[config.mk]
export PLATFORM = sky130hd
export DESIGN_NAME = sync_fifo_ctrl
export DESIGN_NICKNAME = d
export VERILOG_FILES = /design/src/rtl/sync_fifo_ctrl.sv
export SDC_FILE = /design/constraint.sdc
export NUM_CORES = 1
export LEC_CHECK = 0
export ABC_CLOCK_PERIOD_IN_PS = 4400
export CAP_MARGIN = 20
export CORE_MARGIN = 10
export CORE_UTILIZATION = 63
export CTS_CLUSTER_SIZE = 16
export DETAILED_ROUTE_END_ITERATION = 10
export DONT_BUFFER_PORTS = 1
export PLACE_DENSITY = 0.75
export RECOVER_POWER = 100
export SLEW_MARGIN = 40
export SYNTH_ARGS = -nofsm -noshare
export SYNTH_HDL_FRONTEND = slang
export SYNTH_SLANG_ARGS = --single-unit
[constraint.sdc]
create_clock -name clk_i -period 4.4 [get_ports clk_i]
set_clock_uncertainty 0.15 [all_clocks]
set_input_delay 0.44 -clock clk_i [delete_from_list [all_inputs] [get_ports clk_i]]
set_output_delay 0.44 -clock clk_i [all_outputs]
set_load 0.02 [all_outputs]
[src/rtl/sync_fifo_ctrl.sv]
// Pointer/flag controller for a synchronous FIFO on a dual-port RAM:
// port 0 is write-only, port 1 is read-only with 1-cycle read latency.
module sync_fifo_ctrl #(
    parameter int ADDR_WIDTH = 8,
    parameter int DATA_WIDTH = 8,
    parameter int AF_LEVEL   = (1 << ADDR_WIDTH) - 2,
    parameter int AE_LEVEL   = 2
) (
    input  logic                  clk_i,
    input  logic                  rst_i,
    input  logic                  wr_en_i,
    input  logic [DATA_WIDTH-1:0] wr_data_i,
    input  logic                  rd_en_i,
    output logic [DATA_WIDTH-1:0] rd_data_o,
    output logic                  rd_valid_o,
    output logic                  full_o,
    output logic                  empty_o,
    output logic                  almost_full_o,
    output logic                  almost_empty_o,
    output logic [ADDR_WIDTH:0]   count_o,
    output logic                  overflow_o,
    output logic                  underflow_o,
    output logic                  ram_cen_0_o,
    output logic                  ram_wen_0_o,
    output logic [ADDR_WIDTH-1:0] ram_a_0_o,
    output logic [DATA_WIDTH-1:0] ram_d_0_o,
    output logic                  ram_cen_1_o,
    output logic                  ram_wen_1_o,
    output logic [ADDR_WIDTH-1:0] ram_a_1_o,
    input  logic [DATA_WIDTH-1:0] ram_q_1_i
);
    localparam int DEPTH = 1 << ADDR_WIDTH;
    localparam int CNT_W = ADDR_WIDTH + 1;

    logic [ADDR_WIDTH-1:0] wr_ptr_q, wr_ptr_d, rd_ptr_q, rd_ptr_d;
    logic [CNT_W-1:0]      count_q, count_d;
    logic                  full_q, full_d, empty_q, empty_d;
    logic                  af_q, af_d, ae_q, ae_d;
    logic                  ovf_q, ovf_d, udf_q, udf_d;
    logic                  rd_valid_q;
    logic                  wr_acc, rd_acc;

    // Accepts are masked during reset so the RAM stays deselected.
    always_comb begin
        rd_acc = rd_en_i & ~empty_q & ~rst_i;
        wr_acc = wr_en_i & (~full_q | rd_acc) & ~rst_i;
    end

    always_comb begin
        wr_ptr_d = wr_ptr_q;
        rd_ptr_d = rd_ptr_q;
        count_d  = count_q;
        if (wr_acc) wr_ptr_d = wr_ptr_q + ADDR_WIDTH'(1);
        if (rd_acc) rd_ptr_d = rd_ptr_q + ADDR_WIDTH'(1);
        case ({wr_acc, rd_acc})
            2'b10:   count_d = count_q + CNT_W'(1);
            2'b01:   count_d = count_q - CNT_W'(1);
            default: count_d = count_q;
        endcase
        full_d  = (count_d == CNT_W'(DEPTH));
        empty_d = (count_d == '0);
        af_d    = (count_d >= CNT_W'(AF_LEVEL));
        ae_d    = (count_d <= CNT_W'(AE_LEVEL));
        ovf_d   = ovf_q | (wr_en_i & full_q & ~rd_acc);
        udf_d   = udf_q | (rd_en_i & empty_q);
    end

    always_ff @(posedge clk_i) begin
        if (rst_i) begin
            wr_ptr_q   <= '0;
            rd_ptr_q   <= '0;
            count_q    <= '0;
            full_q     <= 1'b0;
            empty_q    <= 1'b1;
            af_q       <= 1'b0;
            ae_q       <= 1'b1;
            ovf_q      <= 1'b0;
            udf_q      <= 1'b0;
            rd_valid_q <= 1'b0;
        end else begin
            wr_ptr_q   <= wr_ptr_d;
            rd_ptr_q   <= rd_ptr_d;
            count_q    <= count_d;
            full_q     <= full_d;
            empty_q    <= empty_d;
            af_q       <= af_d;
            ae_q       <= ae_d;
            ovf_q      <= ovf_d;
            udf_q      <= udf_d;
            rd_valid_q <= rd_acc;
        end
    end

    assign rd_data_o      = ram_q_1_i;
    assign rd_valid_o     = rd_valid_q;
    assign full_o         = full_q;
    assign empty_o        = empty_q;
    assign almost_full_o  = af_q;
    assign almost_empty_o = ae_q;
    assign count_o        = count_q;
    assign overflow_o     = ovf_q;
    assign underflow_o    = udf_q;
    assign ram_cen_0_o    = ~wr_acc;
    assign ram_wen_0_o    = ~wr_acc;
    assign ram_a_0_o      = wr_ptr_q;
    assign ram_d_0_o      = wr_data_i;
    assign ram_cen_1_o    = ~rd_acc;
    assign ram_wen_1_o    = 1'b1;
    assign ram_a_1_o      = rd_ptr_q;
endmodule
==> impl_metrics.tcl, run 1 <==
set metrics [dict create \
    cp_top_family "compound AO/OA/AOI/OAI gates" \
    period_minus_slack_ps 3890 \
    irDropWorstVdd_v 0.000287 \
    worst-path-max-fanout 12 \
    tightest_slew_ps 740 \
    overflow 0 \
    synth-seq-cells 32 \
    grt_usage_pct 15.9 \
    clk_latency_ps 310 \
    crit_chain "nand2b_1 -> nor2_4 -> inv_2 -> a21oi_2 -> nand2_1 -> ha_1 -> fa_1 -> a211oi_2 -> o2111ai_1 -> o41ai_1 -> o211ai_1 -> o41ai_2" \
    syn_nets 252 \
    crit_type "flip-flop to flip-flop" \
    p_per_area_nw_per_um2 338 \
    synthFlopType "dfxtp_1" \
    synth_area_um2 1970 \
    power.leakage_nw 0.754 \
    hold_viol 0 \
    vias 1534 \
    core_area_um2 3030 \
    routabilityCongestion 0.856 \
    status "finished clean" \
    cts_root_buf "clkbuf_4" \
    path_buf_inv 1 \
    cpMaxStageDelayCell "fa_1" \
    crit_cells 12 \
    postCtsSetupRepairBufs 0 \
    yosys.area.top_type "dfxtp_1" \
    initialDrtViolationCount 125 \
    area_delta_synth_final_pct -4.27 \
    cp.required_ps 4470 \
    antenna_cells 0 \
    cts_buffers 5 \
    reg2reg_depth 12 \
    io_pins 72 \
    netlist_instances 221 \
    grt_max_degree 31 \
    routed_via_density 6.11 \
    max_cap_viol_count 0 \
    grt_pass1_wl_mm 7.14 \
    finalSetupTns_ps 0 \
    cts.sinks 32 \
    synth_edf_count 0 \
    synth.yosys.seq_area_share_pct 32.6 \
    holdCritPathClass "input port to flip-flop" \
    setup_slack_ps 514 \
    start_util_pct 64.9 \
    slew_viol_final 0 \
    post_route_cells_drive_above_1_share_pct 8.21 \
    num_rows 20 \
    pre_cts_ws_ps 694 \
    synth_commonest_cells "dfxtp_1, nor2_1, buf_4, xor2_1, nand3_1" \
    min_path_cells 1 \
    yosysTopAreaCellShare_pct 32.6 \
    nets 237 \
    cp.arrival_ps 3950 \
    syn_avg_cell_area_um2 8.89 \
    ys_warn_count 0 \
    postCtsHoldBufs 0 \
    holdWs_ps 34.0 \
    drtPass1Iterations 4 \
    routedWlPerCell_um 18.4 \
    finalCritPeriodShare_pct 88.3 \
    cp-end-kind "flip-flop" \
    grt_pass1_vias 1450 \
    drc_errors 0 \
    async_reset_ff_share_pct 0 \
    cts-resized-gates 0 \
    die_height_um 75.9 \
    rsz0062_at_grt "false" \
    clk_pin_slew_worst_paths_ps 90 \
    synth_cell_type_count 57 \
    die_w_um 75.9 \
    htreeDepth 2 \
    antenna_left 0 \
    clockBufferDepth 2 \
    antenna_found_initial 0 \
    setup.worst_path.start_class "flip-flop" \
    cts_tree "built" \
    wl_mm 4.62 \
    die-area_um2 5750 \
    dp_hpwl_mm 3.62 \
    slew_headroom_pct 49.4 \
    synth.area.top_cells "dfxtp_1, buf_4, ha_1, nor2_1, xor2_1" \
    max_stage_delay_ps 510 \
    io_buffers 0 \
    clock.fmax_mhz 257 \
    setup_viol 0 \
]
[flip-flops by register name, indices dropped and copies added (netlist names)]
register,flops
almost_empty_o,1
almost_full_o,1
count_o,9
empty_o,1
full_o,1
overflow_o,1
ram_a_0_o,8
ram_a_1_o,8
rd_valid_o,1
underflow_o,1
[layer usage]
metal | vias up | share of wire, % | track usage [%]
li1 | 744 | - | -
met1 | 711 | 40 | 19.3
met2 | 73 | 46 | 24.5
met3 | 6 | 14 | 9.11
met4 | 0 | 0.37 | 2.27
met5 | - | 0 | 0
[cell usage in the layout (no fill, tap or decap), types with 4 or more instances in the layout]
cell      count
a21oi_1       8
nor2b_1       4
inv_1         5
ha_1         10
nand2_1       9
nor3b_1       4
nor2_1       32
clkbuf_4      5
xor2_1       12
nand4_1       4
nand3_1      12
dfxtp_1      32
o211ai_1      6
[final timing paths]
check	start	to	slack, ps
max	empty_o	almost_empty_o	510
min	rst_i	ram_a_1_o[0]	30
max reg2reg	empty_o	almost_empty_o	510
min reg2reg	ram_a_1_o[0]	ram_a_1_o[0]	460
[per-stage QoR]
stage | power (mW) | cells | utilization (%) | instance area, µm²
after global routing | 0.674 | 251 | 62.1 | 1880
final | 0.637 | 251 | 62.1 | 1880
after global placement | 0.473 | 243 | 61.9 | 1870
after floorplan | 0.474 | 221 | - | 1970
after detailed placement | 0.479 | 243 | 61.9 | 1870
after CTS | 0.644 | 251 | 63.8 | 1930
[kinds of logic (layout without fill, tap and decap cells)]
logic type | after synthesis | in the layout | share of synthesized area, %
mux | 2 | 2 | 1.02
flops | 32 | 32 | 32.6
other cells | 1 | 1 | 0.191
xor+xnor | 15 | 15 | 6.68
buf+inv | 29 | 15 | 9.04
fa+ha+maj | 11 | 11 | 7.38
compound gates | 47 | 47 | 21.1
simple gates | 84 | 84 | 22.0
[area by class of cell]
type / count / area (µm²)
flip-flops and latches: 32 / 641
well taps: 44 / 55.1
repair buffers: 1 / 3.75
inverters: 6 / 22.5
multi-input cells: 160 / 1100
fillers: 275 / 1150
clock buffers: 8 / 58.8
[report_power, final]
group	internal, mW	switching, mW	leakage (nW)
sequential	0.305	0.0406	0.260
clock	0.0788	0.0891	0.0326
combinational	0.0487	0.0742	0.461
(Power assumes the default switching activity.)
==> inputs of run 2 (changes only) <==
Settings changed: CAP_MARGIN 20 to not set.
==> results of run 2 <==
Final layout, timing and power as in run 1 (identical DEF).
==> inputs of run 3 (changes only) <==
Settings changed: ABC_CLOCK_PERIOD_IN_PS 4400 to not set.
==> results of run 3 <==
Final layout, timing and power as in run 1 (identical DEF).
==> RTL edit (settings of run 2) <==
Make the reset (`rst_i`) asynchronous in one clocked block.
--- a/src/rtl/sync_fifo_ctrl.sv
+++ b/src/rtl/sync_fifo_ctrl.sv
@@ -67,3 +67,3 @@
 
-    always_ff @(posedge clk_i) begin
+    always_ff @(posedge clk_i or posedge rst_i) begin
         if (rst_i) begin
Behaviour: differs if rst_i is asserted again (counterexample within 4 cycles, from zero or initial values and one cycle with rst_i high); with rst_i held inactive, the same outputs for 10 cycles.
==> RTL edit against run 2 <==
Routed wire length down 2.7%; final area up 3.3%; sequential share of layout area rose by 7.3 points; synthesized area up 1.7%; setup slack got worse by 0.044 ns; synthesized cell count fell by 16%; non-clock buffer count is 1 higher; utilization is 1.5 points higher; via count down 8.3%; final cell count shrank 13%; sequential cell count stayed put.
Power is not compared: it rests on default switching activity, and its combinational part moved more than twofold at a synthesized area within 25%.
==> RTL edit: results (changes against run 2) <==
Run status
  • Outcome: finished, final reports clean

Place
  • Placed Cells: 209 (-14%)
  • Pre-CTS setup slack: 0.750 ns (+0.0556 ns)
  • Placer Congestion: 0.925 (+8.0%)
  • Final HPWL DP: 3430 microns (-5.1%)
  • Placed cell areas: 0.00189 sq mm (+1.1%)

Clock tree
  • Inserted Clock Buffers: 5 (unchanged)
  • Clk_lat worst skew: 0.33 ns (+0.02 ns)

Global route
  • Gr usage total: 0.156 (-0.00388)
  • Largest net degree at the start of global routing: 33 (+6.5%)
  • GRT overflow: 0 (unchanged)
  • Vias in the first global route: 1405 (-3.1%)
  • First-pass GRT wire length: 7480 microns (+4.7%)
  • Met3 usage: 0.0684 (-0.0227)
  • Met1 Use GR: 0.169 (-0.0232)
  • M2 GR Usage: 0.247 (+0.00132)
  • Initial antenna violation count: 0 (unchanged)

Synth
  • Synthesized area per cell: 10.7 sq um (+21%)
  • Synth cell types: 52 (-8.8%)
  • Ys Warns: 0 (unchanged)
  • Sequential area share after synthesis: 0.402 (+0.0761)
  • Mapped Nets: 217 (-14%)
  • Synth cell count leaders: dfrtp_1, buf_4, xnor2_1
  • Top cells by area, synth: dfrtp_1, buf_4, ha_1, xnor2_1, dfstp_2
  • Async set-reset flop share out of synthesis: 1.00 (+1.00)

Timing
  • Max-Slew Margin vs Limit: 0.240 (-0.253)
  • Fmax: 0.254 GHz (-1.1%)
  • Final hold slack: 0.0848 ns (+0.0508 ns)

Worst setup path
  • R2R Setup Slk: 0.47 ns (-0.04 ns)
  • Max incr delay on CP: 0.47 ns (-0.04 ns)
  • Top Family by Delay on Critical Path: compound AO/OA/AOI/OAI gates
  • Reg2reg start: empty_o
  • FF-to-FF path depth: 10 (-2)
  • Arr. time, crit path: 3.99 ns (+0.04 ns)
  • Critical-path top delay cell: dfstp_1

Detailed routing
  • Final WL: 4500 microns (-2.7%)
  • DRT iter0 DRCs: 76 (-39%)
  • Wire per inst: 20.6 microns (+12%)
  • Vias per inst: 6.45 (+5.5%)

Layout
  • Total Nets Final: 204 (-14%)
  • Share of cells above drive strength 1: 0.109 (+0.0271)

Hold path
  • Hold path start: rd_en_i
RTL edit: metal layers:
metal  wire (microns)  vias up  part of all wire
li1                 -      637                 -
met1             1690      677              0.38
met2             2170       71              0.48
met3              502       21              0.11
met4              135        0             0.030
met5                0        -                 0
RTL edit: worst paths after layout:
kind                                      end
worst max-delay path            almost_full_o
worst min-delay path              underflow_o
worst max register to register  almost_full_o
worst min register to register    underflow_o
max in group asynchronous          count_o[8]
min in group asynchronous        ram_a_1_o[1]
RTL edit: logic make-up after synthesis:
group,after synthesis,share of synthesized area
compound gates,42,0.178
xor+xnor,17,0.0745
buf+inv,28,0.0952
simple gates,50,0.146
mux,5,0.0294
other cells,1,0.00188
fa+ha+maj,11,0.0726
flops,32,0.402
RTL edit: where the power goes:
group          total (mW)  internal [mW]  switching [mW]
Clock               0.171         0.0787          0.0923
Sequential          0.673          0.396           0.277
Combinational       0.531          0.231           0.299
RTL edit: area by class of cell:
class                      instances  area [sq um]
tap                               44          55.1
multi-input combinational        126           987
inverter                           6          22.5
timing repair buffer               2          17.5
sequential                        32           803
fill                             262          1110
clock buffer                       8          58.8
RTL edit: what timing repair did:
action | 4_1_cts | 5_1_grt
resized for setup | 0 | 0
endpoints found under the hold margin | 30 | 0
hold buffers | 1 | 0
RTL edit: worst reg2reg max path, stage by stage (launching register included):
cell	delay (ns)
dfstp_1	0.47
nand2b_1	0.19
a21oi_1	0.44
inv_1	0.36
ha_1	0.47
ha_1	0.46
o211a_1	0.29
a21oi_1	0.19
mux2i_1	0.37
nand2_1	0.15
a41o_1	0.28
